**src/rtl/regfile_mp.sv**
```systemverilog
// regfile_mp: multi-port integer register file with a per-register busy scoreboard.
// NRP combinational read ports, NWP synchronous write ports, register 0 hard-wired to zero.
// The busy bits mark registers with an in-flight writer so decode can detect RAW hazards.
// Optional feature macro: RF_BYPASS_EN forwards same-cycle write data (and busy state) to the read ports.
module regfile_mp #(
    parameter int XLEN  = 32,
    parameter int NREGS = 32,
    parameter int NRP   = 2,
    parameter int NWP   = 2,
    localparam int AW   = $clog2(NREGS)
) (
    input  logic                clk,
    input  logic                reset,
    input  logic [NRP*AW-1:0]   rd_addr_i,
    output logic [NRP*XLEN-1:0] rd_data_o,
    output logic [NRP-1:0]      rd_busy_o,
    input  logic [NWP-1:0]      wr_en_i,
    input  logic [NWP*AW-1:0]   wr_addr_i,
    input  logic [NWP*XLEN-1:0] wr_data_i,
    input  logic                iss_valid_i,
    input  logic [AW-1:0]       iss_rd_i,
    output logic [NREGS-1:0]    busy_o
);

    // Architectural state
    logic [XLEN-1:0]  regs [NREGS];
    logic [NREGS-1:0] busy_q;

    // Unpacked views of the packed port buses
    logic [AW-1:0]    rd_addr [NRP];
    logic [AW-1:0]    wr_addr [NWP];
    logic [XLEN-1:0]  wr_data [NWP];

    // Per-register write decode: whether any port hits it, and the winning data
    logic [NREGS-1:0] wr_hit;
    logic [XLEN-1:0]  wr_val [NREGS];

    // Scoreboard next-state terms
    logic [NREGS-1:0] busy_set;
    logic [NREGS-1:0] busy_clr;
    logic [NREGS-1:0] busy_d;

    // Per-read-port intermediate results
    logic [XLEN-1:0]  rd_val  [NRP];
    logic [NRP-1:0]   rd_bsy;

    // Split the packed address/data buses into per-port arrays
    always_comb begin
        for (int k = 0; k < NRP; k++) begin
            rd_addr[k] = rd_addr_i[k*AW +: AW];
        end
        for (int j = 0; j < NWP; j++) begin
            wr_addr[j] = wr_addr_i[j*AW +: AW];
            wr_data[j] = wr_data_i[j*XLEN +: XLEN];
        end
    end

    // Decode writes per register; later ports overwrite earlier ones so the highest index wins
    always_comb begin
        for (int r = 0; r < NREGS; r++) begin
            wr_hit[r] = 1'b0;
            wr_val[r] = '0;
            for (int j = 0; j < NWP; j++) begin
                if (r != 0 && wr_en_i[j] && wr_addr[j] == AW'(r)) begin
                    wr_hit[r] = 1'b1;
                    wr_val[r] = wr_data[j];
                end
            end
        end
    end

    // Scoreboard next state: issue sets, writeback clears, and a younger issue beats a writeback
    always_comb begin
        busy_set = '0;
        busy_clr = '0;
        busy_d   = '0;
        for (int r = 1; r < NREGS; r++) begin
            busy_set[r] = iss_valid_i && (iss_rd_i == AW'(r));
            busy_clr[r] = wr_hit[r];
            busy_d[r]   = busy_set[r] | (busy_q[r] & ~busy_clr[r]);
        end
    end

    // Register storage; register 0 is only ever cleared and never read back
    always_ff @(posedge clk or posedge reset) begin
        if (reset) begin
            for (int r = 0; r < NREGS; r++) begin
                regs[r] <= '0;
            end
        end else begin
            for (int r = 1; r < NREGS; r++) begin
                if (wr_hit[r]) begin
                    regs[r] <= wr_val[r];
                end
            end
        end
    end

    // Busy scoreboard register
    always_ff @(posedge clk or posedge reset) begin
        if (reset) begin
            busy_q <= '0;
        end else begin
            busy_q <= busy_d;
        end
    end

    // Read ports: stored value (zero for r0), optionally overridden by a same-cycle write
    always_comb begin
        for (int k = 0; k < NRP; k++) begin
            rd_val[k] = '0;
            rd_bsy[k] = 1'b0;
            if (rd_addr[k] != '0) begin
                rd_val[k] = regs[rd_addr[k]];
                rd_bsy[k] = busy_q[rd_addr[k]];
            end
`ifdef RF_BYPASS_EN
            for (int j = 0; j < NWP; j++) begin
                if (rd_addr[k] != '0 && wr_en_i[j] && wr_addr[j] == rd_addr[k]) begin
                    rd_val[k] = wr_data[j];
                    rd_bsy[k] = iss_valid_i && (iss_rd_i == rd_addr[k]);
                end
            end
`endif
            if (reset) begin
                rd_val[k] = '0;
                rd_bsy[k] = 1'b0;
            end
        end
    end

    // Repack read results onto the output buses
    always_comb begin
        rd_data_o = '0;
        rd_busy_o = '0;
        for (int k = 0; k < NRP; k++) begin
            rd_data_o[k*XLEN +: XLEN] = rd_val[k];
            rd_busy_o[k]              = rd_bsy[k];
        end
    end

    assign busy_o = busy_q;

endmodule

```
**config.mk**
```make
export PLATFORM = sky130hd
export DESIGN_NAME = regfile_mp
export DESIGN_NICKNAME = d
export VERILOG_FILES = /design/src/rtl/regfile_mp.sv
export SDC_FILE = /design/constraint.sdc
export NUM_CORES = 2
export LEC_CHECK = 0
export CAP_MARGIN = 20
export CORE_UTILIZATION = 45
export CTS_CLUSTER_SIZE = 30
export DETAILED_ROUTE_END_ITERATION = 10
export PLACE_DENSITY_LB_ADDON = 0.3
export SLEW_MARGIN = 15
export SYNTH_ARGS = -nofsm -noshare
export SYNTH_HDL_FRONTEND = slang
export SYNTH_SLANG_ARGS = --single-unit
```
**constraint.sdc**
```tcl
create_clock -name clk -period 42.9 [get_ports clk]
set_clock_uncertainty 0.1 [all_clocks]
set_input_delay 8.58 -clock clk [delete_from_list [all_inputs] [get_ports clk]]
set_output_delay 8.58 -clock clk [all_outputs]
set_load 0.02 [all_outputs]
```
==> After elaboration in Yosys (flattened, before gate mapping) <==
Cells that the tools add are included.
{ "totals": {"elab_cells": 461, "out_inout_bits": 98, "ff_bits": 1023, "inputBits": 94} }
{ "op_classes": {"reduce_logical": 95, "bitwise_logic": 95, "order_cmp": 4, "n_eq_ne": 93, "muxes": 142} }
{ "ops": {"columns": ["op", "count"], "rows": [
  ["32-bit 2-to-1 mux", 70],
  ["32-bit binary-select mux with 5-bit select", 2],
  ["5-bit == test (second input constant)", 48],
  ["5-bit by 4-bit == test with 1-bit output (second input constant)", 24],
  ["1-bit logical AND", 93],
  ["1-bit 2-to-1 mux", 68],
  ["5-bit by 3-bit == test with 1-bit output (second input constant)", 12],
  ["1-bit bitwise AND", 31],
  ["1-bit NOT", 31],
  ["1-bit OR", 31],
  ["5-bit by 2-bit == test with 1-bit output (second input constant)", 6],
  ["5-bit by 1-bit == test with 1-bit output (second input constant)", 3],
  ["6-bit greater-or-equal comparator (second input constant)", 2],
  ["5-bit by 6-bit less-than comparator with 1-bit output (second input constant)", 2],
  ["5-bit NOT with 6-bit output", 2],
  ["1-bit binary-select mux with 5-bit select", 2],
  ["5-bit nonzero test", 2]
]} }

==> Longest topological paths before layout <==
{ "logic_depth": {"word_depth": 7, "depth_mapped": 9} }

==> Worst setup path after synthesis <==
OpenSTA, ideal clock, no wires.
{ "synth_timing": {"path_type": "input-to-output", "start": "in reset", "end": "out rd_data_o[32]", "path_slack_ns": -1.493, "stages": 3, "n_path_buf": 0, "arrival_time_ns": 35.713, "cell_sequence": "inv_1 > nand2_1 > a211oi_1"} }
{ "synth_between": {"elab_chain_len": 1} }
{ "synth_rtl": {"columns": ["item", "line_no", "source"], "rows": [
  ["from (decl)", "13", "input logic reset,"],
  ["32-bit 2-to-1 mux", "125", "if (reset) begin"],
  ["to (decl)", "15", "output logic [NRP*XLEN-1:0] rd_data_o,"]
]} }
Every way passes these cells.

==> Final worst setup path <==
{ "layout_timing": {"start": "in rd_addr_i[7]", "end": "out rd_data_o[52]"} }
{ "layout_between": {"elab_chain_len": 6} }
{ "layout_rtl": {"columns": ["item", "line_no", "source"], "rows": [
  ["from (decl)", "14", "input logic [NRP*AW-1:0] rd_addr_i,"],
  ["5-bit NOT with 6-bit output (not written as such)", "114", "rd_val[k] = regs[rd_addr[k]];"],
  ["32-bit binary-select mux with 5-bit select", "114", null],
  ["32-bit 2-to-1 mux (not written as such) (2 in a row)", "114", null],
  ["32-bit 2-to-1 mux (*)", "113", "if (rd_addr[k] != '0) begin"],
  ["32-bit 2-to-1 mux (*)", "125", null]
]} }
Mark *: on every way between the ends. The rest lies on a longest branch, timed or not. The select of a mux whose other input is x is not followed.

==> qor.csv <==
stage;metric;value;unit
outcome;status;complete, no violations;
global_routing;grt_pass1_vias;50129;
synth;synth_most_common_cell;mux2i_1;
drt;ant_nets;0;
placement;finalWeightedCongestion;0.928;
synth;synthCells;6050;
sta;min_period_over_period;52.1;%
power_and_ir_drop;p_comb_share;26.1;%
min_path;min_from;busy_o[12];
sta;fmax;44.7;MHz
worst_setup_path;worstReg2RegEnd;regs[759];
floorplan;dieArea;145000;um2
worst_setup_path;crit_fanout;55;
cells_and_area;syn2layout_area_growth;10.0;%
min_path;worstHoldEndpoint;busy_o[12];
cells_and_area;finalNetCount;5895;
clocking;clock_sinks;1023;
global_routing;grt_pass1_wl;374;mm
global_routing;grt_max_degree;177;
clocking;clockRootBuffer;clkbuf_16;
synth;synth_edf_count;0;
power_and_ir_drop;vdd_drop_max;0.0397;mV
synth;avgSynthCellArea;10.7;um2
floorplan;die_width;381;um
drt;routedWlPerCell;33.7;um
worst_setup_path;crit_arrival;13.67;ns
worst_setup_path;slowest_delay;1.02;ns
synth;synth-seq-area-share;39.7;%
min_path;hold_class;reg2reg;
clocking;h-tree-depth;3;
worst_setup_path;crit_slowest_cell;nor4_1;
sta;hold_viol;0;
drt;wl;263;mm
clocking;cts_inserted_buffers;111;
worst_setup_path;timing.rr.start;regs[759];
floorplan;start_util;45.4;%
clocking;insertion_delay;0.74;ns
synth;synth_area;64500;um2
synth;synth_flop_cell;dfrtp_1;
floorplan;top_level_ports;192;
drt;drc;0;
synth;synth_seq_cells;1023;
sta;tightest_slew;1.28;ns
worst_setup_path;cp_num_buf_inv;5;
power_and_ir_drop;switchingPower;1.05;mW
synth;async_flop_share;100;%
cells_and_area;drive_gt1_share;16.8;%
synth;synth_top_area_share;39.7;%
worst_setup_path;crit_type;in2out;
power_and_ir_drop;p_leak;29.7;nW
power_and_ir_drop;p_seq_share;43.5;%
sta;finalSetupViolations;0;
drt;dr.pass1.iters;6;
global_routing;overflow;0;
clocking;cts_resized;0;
worst_setup_path;reg2reg_depth;2;
sta;relSlewSlack;14.5;%
sta;timing.setup.tns;0;ns
worst_setup_path;cp_cell_sequence;buf_8, buf_4, buf_4, buf_4, mux4_2, and2_1, a211oi_1, nor4_1, clkdlybuf4s50_1;
synth;syn_nets;6144;
global_routing;antenna_found_initial;28;
synth;yosys_warnings;32;
sta;slew_viol_final;0;
synth;synth_area_leaders;dfrtp_1 (40%), mux2i_1 (17%), mux4_2 (15%);
power_and_ir_drop;power_frac_clock;30.4;%
clocking;cts_max_path_buffers;3;
synth;synth.largest_area_cell;dfrtp_1;
power_and_ir_drop;sw_frac_of_total;31.8;%
worst_setup_path;end_kind;output pin;
synth;ys_types;68;
placement;hpwl;150;mm
clocking;clk_pin_slew;0.06;ns
min_path;hold_depth;1;
drt;vias;53427;
placement;portBuffers;190;
floorplan;fp-row-count;138;
drt;drt_iter0_markers;8136;
worst_setup_path;cp_top_family;buffers and inverters;
floorplan;core;142000;um2
power_and_ir_drop;power_density;46.5;nW/um2
power_and_ir_drop;internal_power;2.25;mW
drt;vias_per_cell;6.85;
synth;synthTopCellsByCount;mux2i_1 (1092), dfrtp_1 (1023), a21oi_1 (581);
worst_setup_path;crit_top_cell;buf_4;
worst_setup_path;critical_path_required;34.22;ns
clocking;tritoncts;yes;
flow_run;maxCapViolCount;0;
floorplan;die_h;381;um
global_routing;track_usage;35.6;%
worst_setup_path;crit_path_start_kind;input pin;
clocking;cts_setup_buffers;0;
sta;rsz0062_at_grt;false;
sta;whs;0.471;ns
worst_setup_path;rrSetupSlack;41.89;ns
clocking;cts-hold-fix-buffers;0;
sta;period_minus_slack;22.35;ns
## logic make-up (layout without fill, tap and decap cells)
family / after synthesis / in the layout / synth area share (%)
mux: 1617 / 1617 / 33.9
buf+inv: 739 / 583 / 5.51
flops: 1023 / 1023 / 39.7
other cells: 1 / 19 / 0.00582
compound gates: 1397 / 1397 / 12.6
simple gates: 1273 / 1273 / 8.22
## worst max path at each step
| stage | start | endpoint | slack [ns] | depth (start not counted) |
|---|---|---|---|---|
| 3_3_place_gp | rd_addr_i[7] | rd_data_o[47] | 20.81 | 9 |
| 3_5_place_dp | rd_addr_i[7] | rd_data_o[47] | 20.74 | 9 |
| 6_report | rd_addr_i[7] | rd_data_o[52] | 20.55 | 9 |
| 2_1_floorplan | reset | rd_data_o[43] | 7.77 | 4 |
| 4_1_cts | rd_addr_i[7] | rd_data_o[47] | 20.74 | 9 |
| 5_1_grt | rd_addr_i[7] | rd_data_o[52] | 20.60 | 9 |
## cell type report
type / count / area [um2]
repair buffers: 363 / 3490
diodes: 18 / 45.0
multi-input cells: 4288 / 35700
fillers: 12691 / 71000
well taps: 1890 / 2360
clock inverters: 21 / 250
flip-flops and latches: 1023 / 25600
clock buffers: 185 / 3450
inverters: 14 / 56.3
## registers in the layout (all words and copies together), names as in the netlist
signal / count
regs: 992
busy_o: 31
## worst reg2reg max path, stage by stage (launching register included)
cell	delay, ns
dfrtp_1	0.40
mux2i_1	0.19
o21ai_0	0.14
## layer usage
| layer | track usage, % | part of all wire (%) |
|---|---|---|
| met2 | 50.1 | 42 |
| met3 | 13.2 | 15 |
| met4 | 18.6 | 5.8 |
| met5 | 0 | 0.038 |
| met1 | 47.6 | 37 |
## cell usage in the layout (no fill, tap or decap), types with 40 or more instances in the layout
cell / netlist / layout
a211oi_1: 44 / 44
a21oi_1: 581 / 581
a221o_1: 51 / 51
a221oi_1: 65 / 65
buf_4: 78 / 143
clkbuf_1: 449 / 40
clkbuf_16: 0 / 116
clkdlybuf4s50_1: 0 / 173
dfrtp_1: 1023 / 1023
mux2_2: 80 / 80
mux2i_1: 1092 / 1092
mux4_2: 442 / 442
nand2_1: 548 / 524
nor2_1: 548 / 540
o21ai_0: 441 / 441
o21ai_1: 57 / 57
## power by group through the flow
stage | Sequential [mW] | Combinational [mW] | Clock [mW]
6_report | 1.44 | 0.862 | 1.00
5_1_grt | 1.46 | 0.922 | 1.04
4_1_cts | 1.42 | 0.848 | 1.01
3_5_place_dp | 1.44 | 0.849 | 0
3_3_place_gp | 1.42 | 0.823 | 0
2_1_floorplan | 1.38 | 0.636 | 0
## stage by stage
stage / setup slack (ns) / util (%) / power, mW / std cells / cell area, um2
2_1_floorplan: 7.77 / - / 2.01 / 6050 / 64500
3_3_place_gp: 20.81 / 47.0 / 2.25 / 7550 / 66800
3_5_place_dp: 20.74 / 47.2 / 2.28 / 7565 / 67000
4_1_cts: 20.74 / 49.8 / 3.28 / 7771 / 70700
5_1_grt: 20.60 / 50.0 / 3.42 / 7793 / 70900
6_report: 20.55 / 50.0 / 3.30 / 7802 / 71000
(Power assumes the default switching activity.)
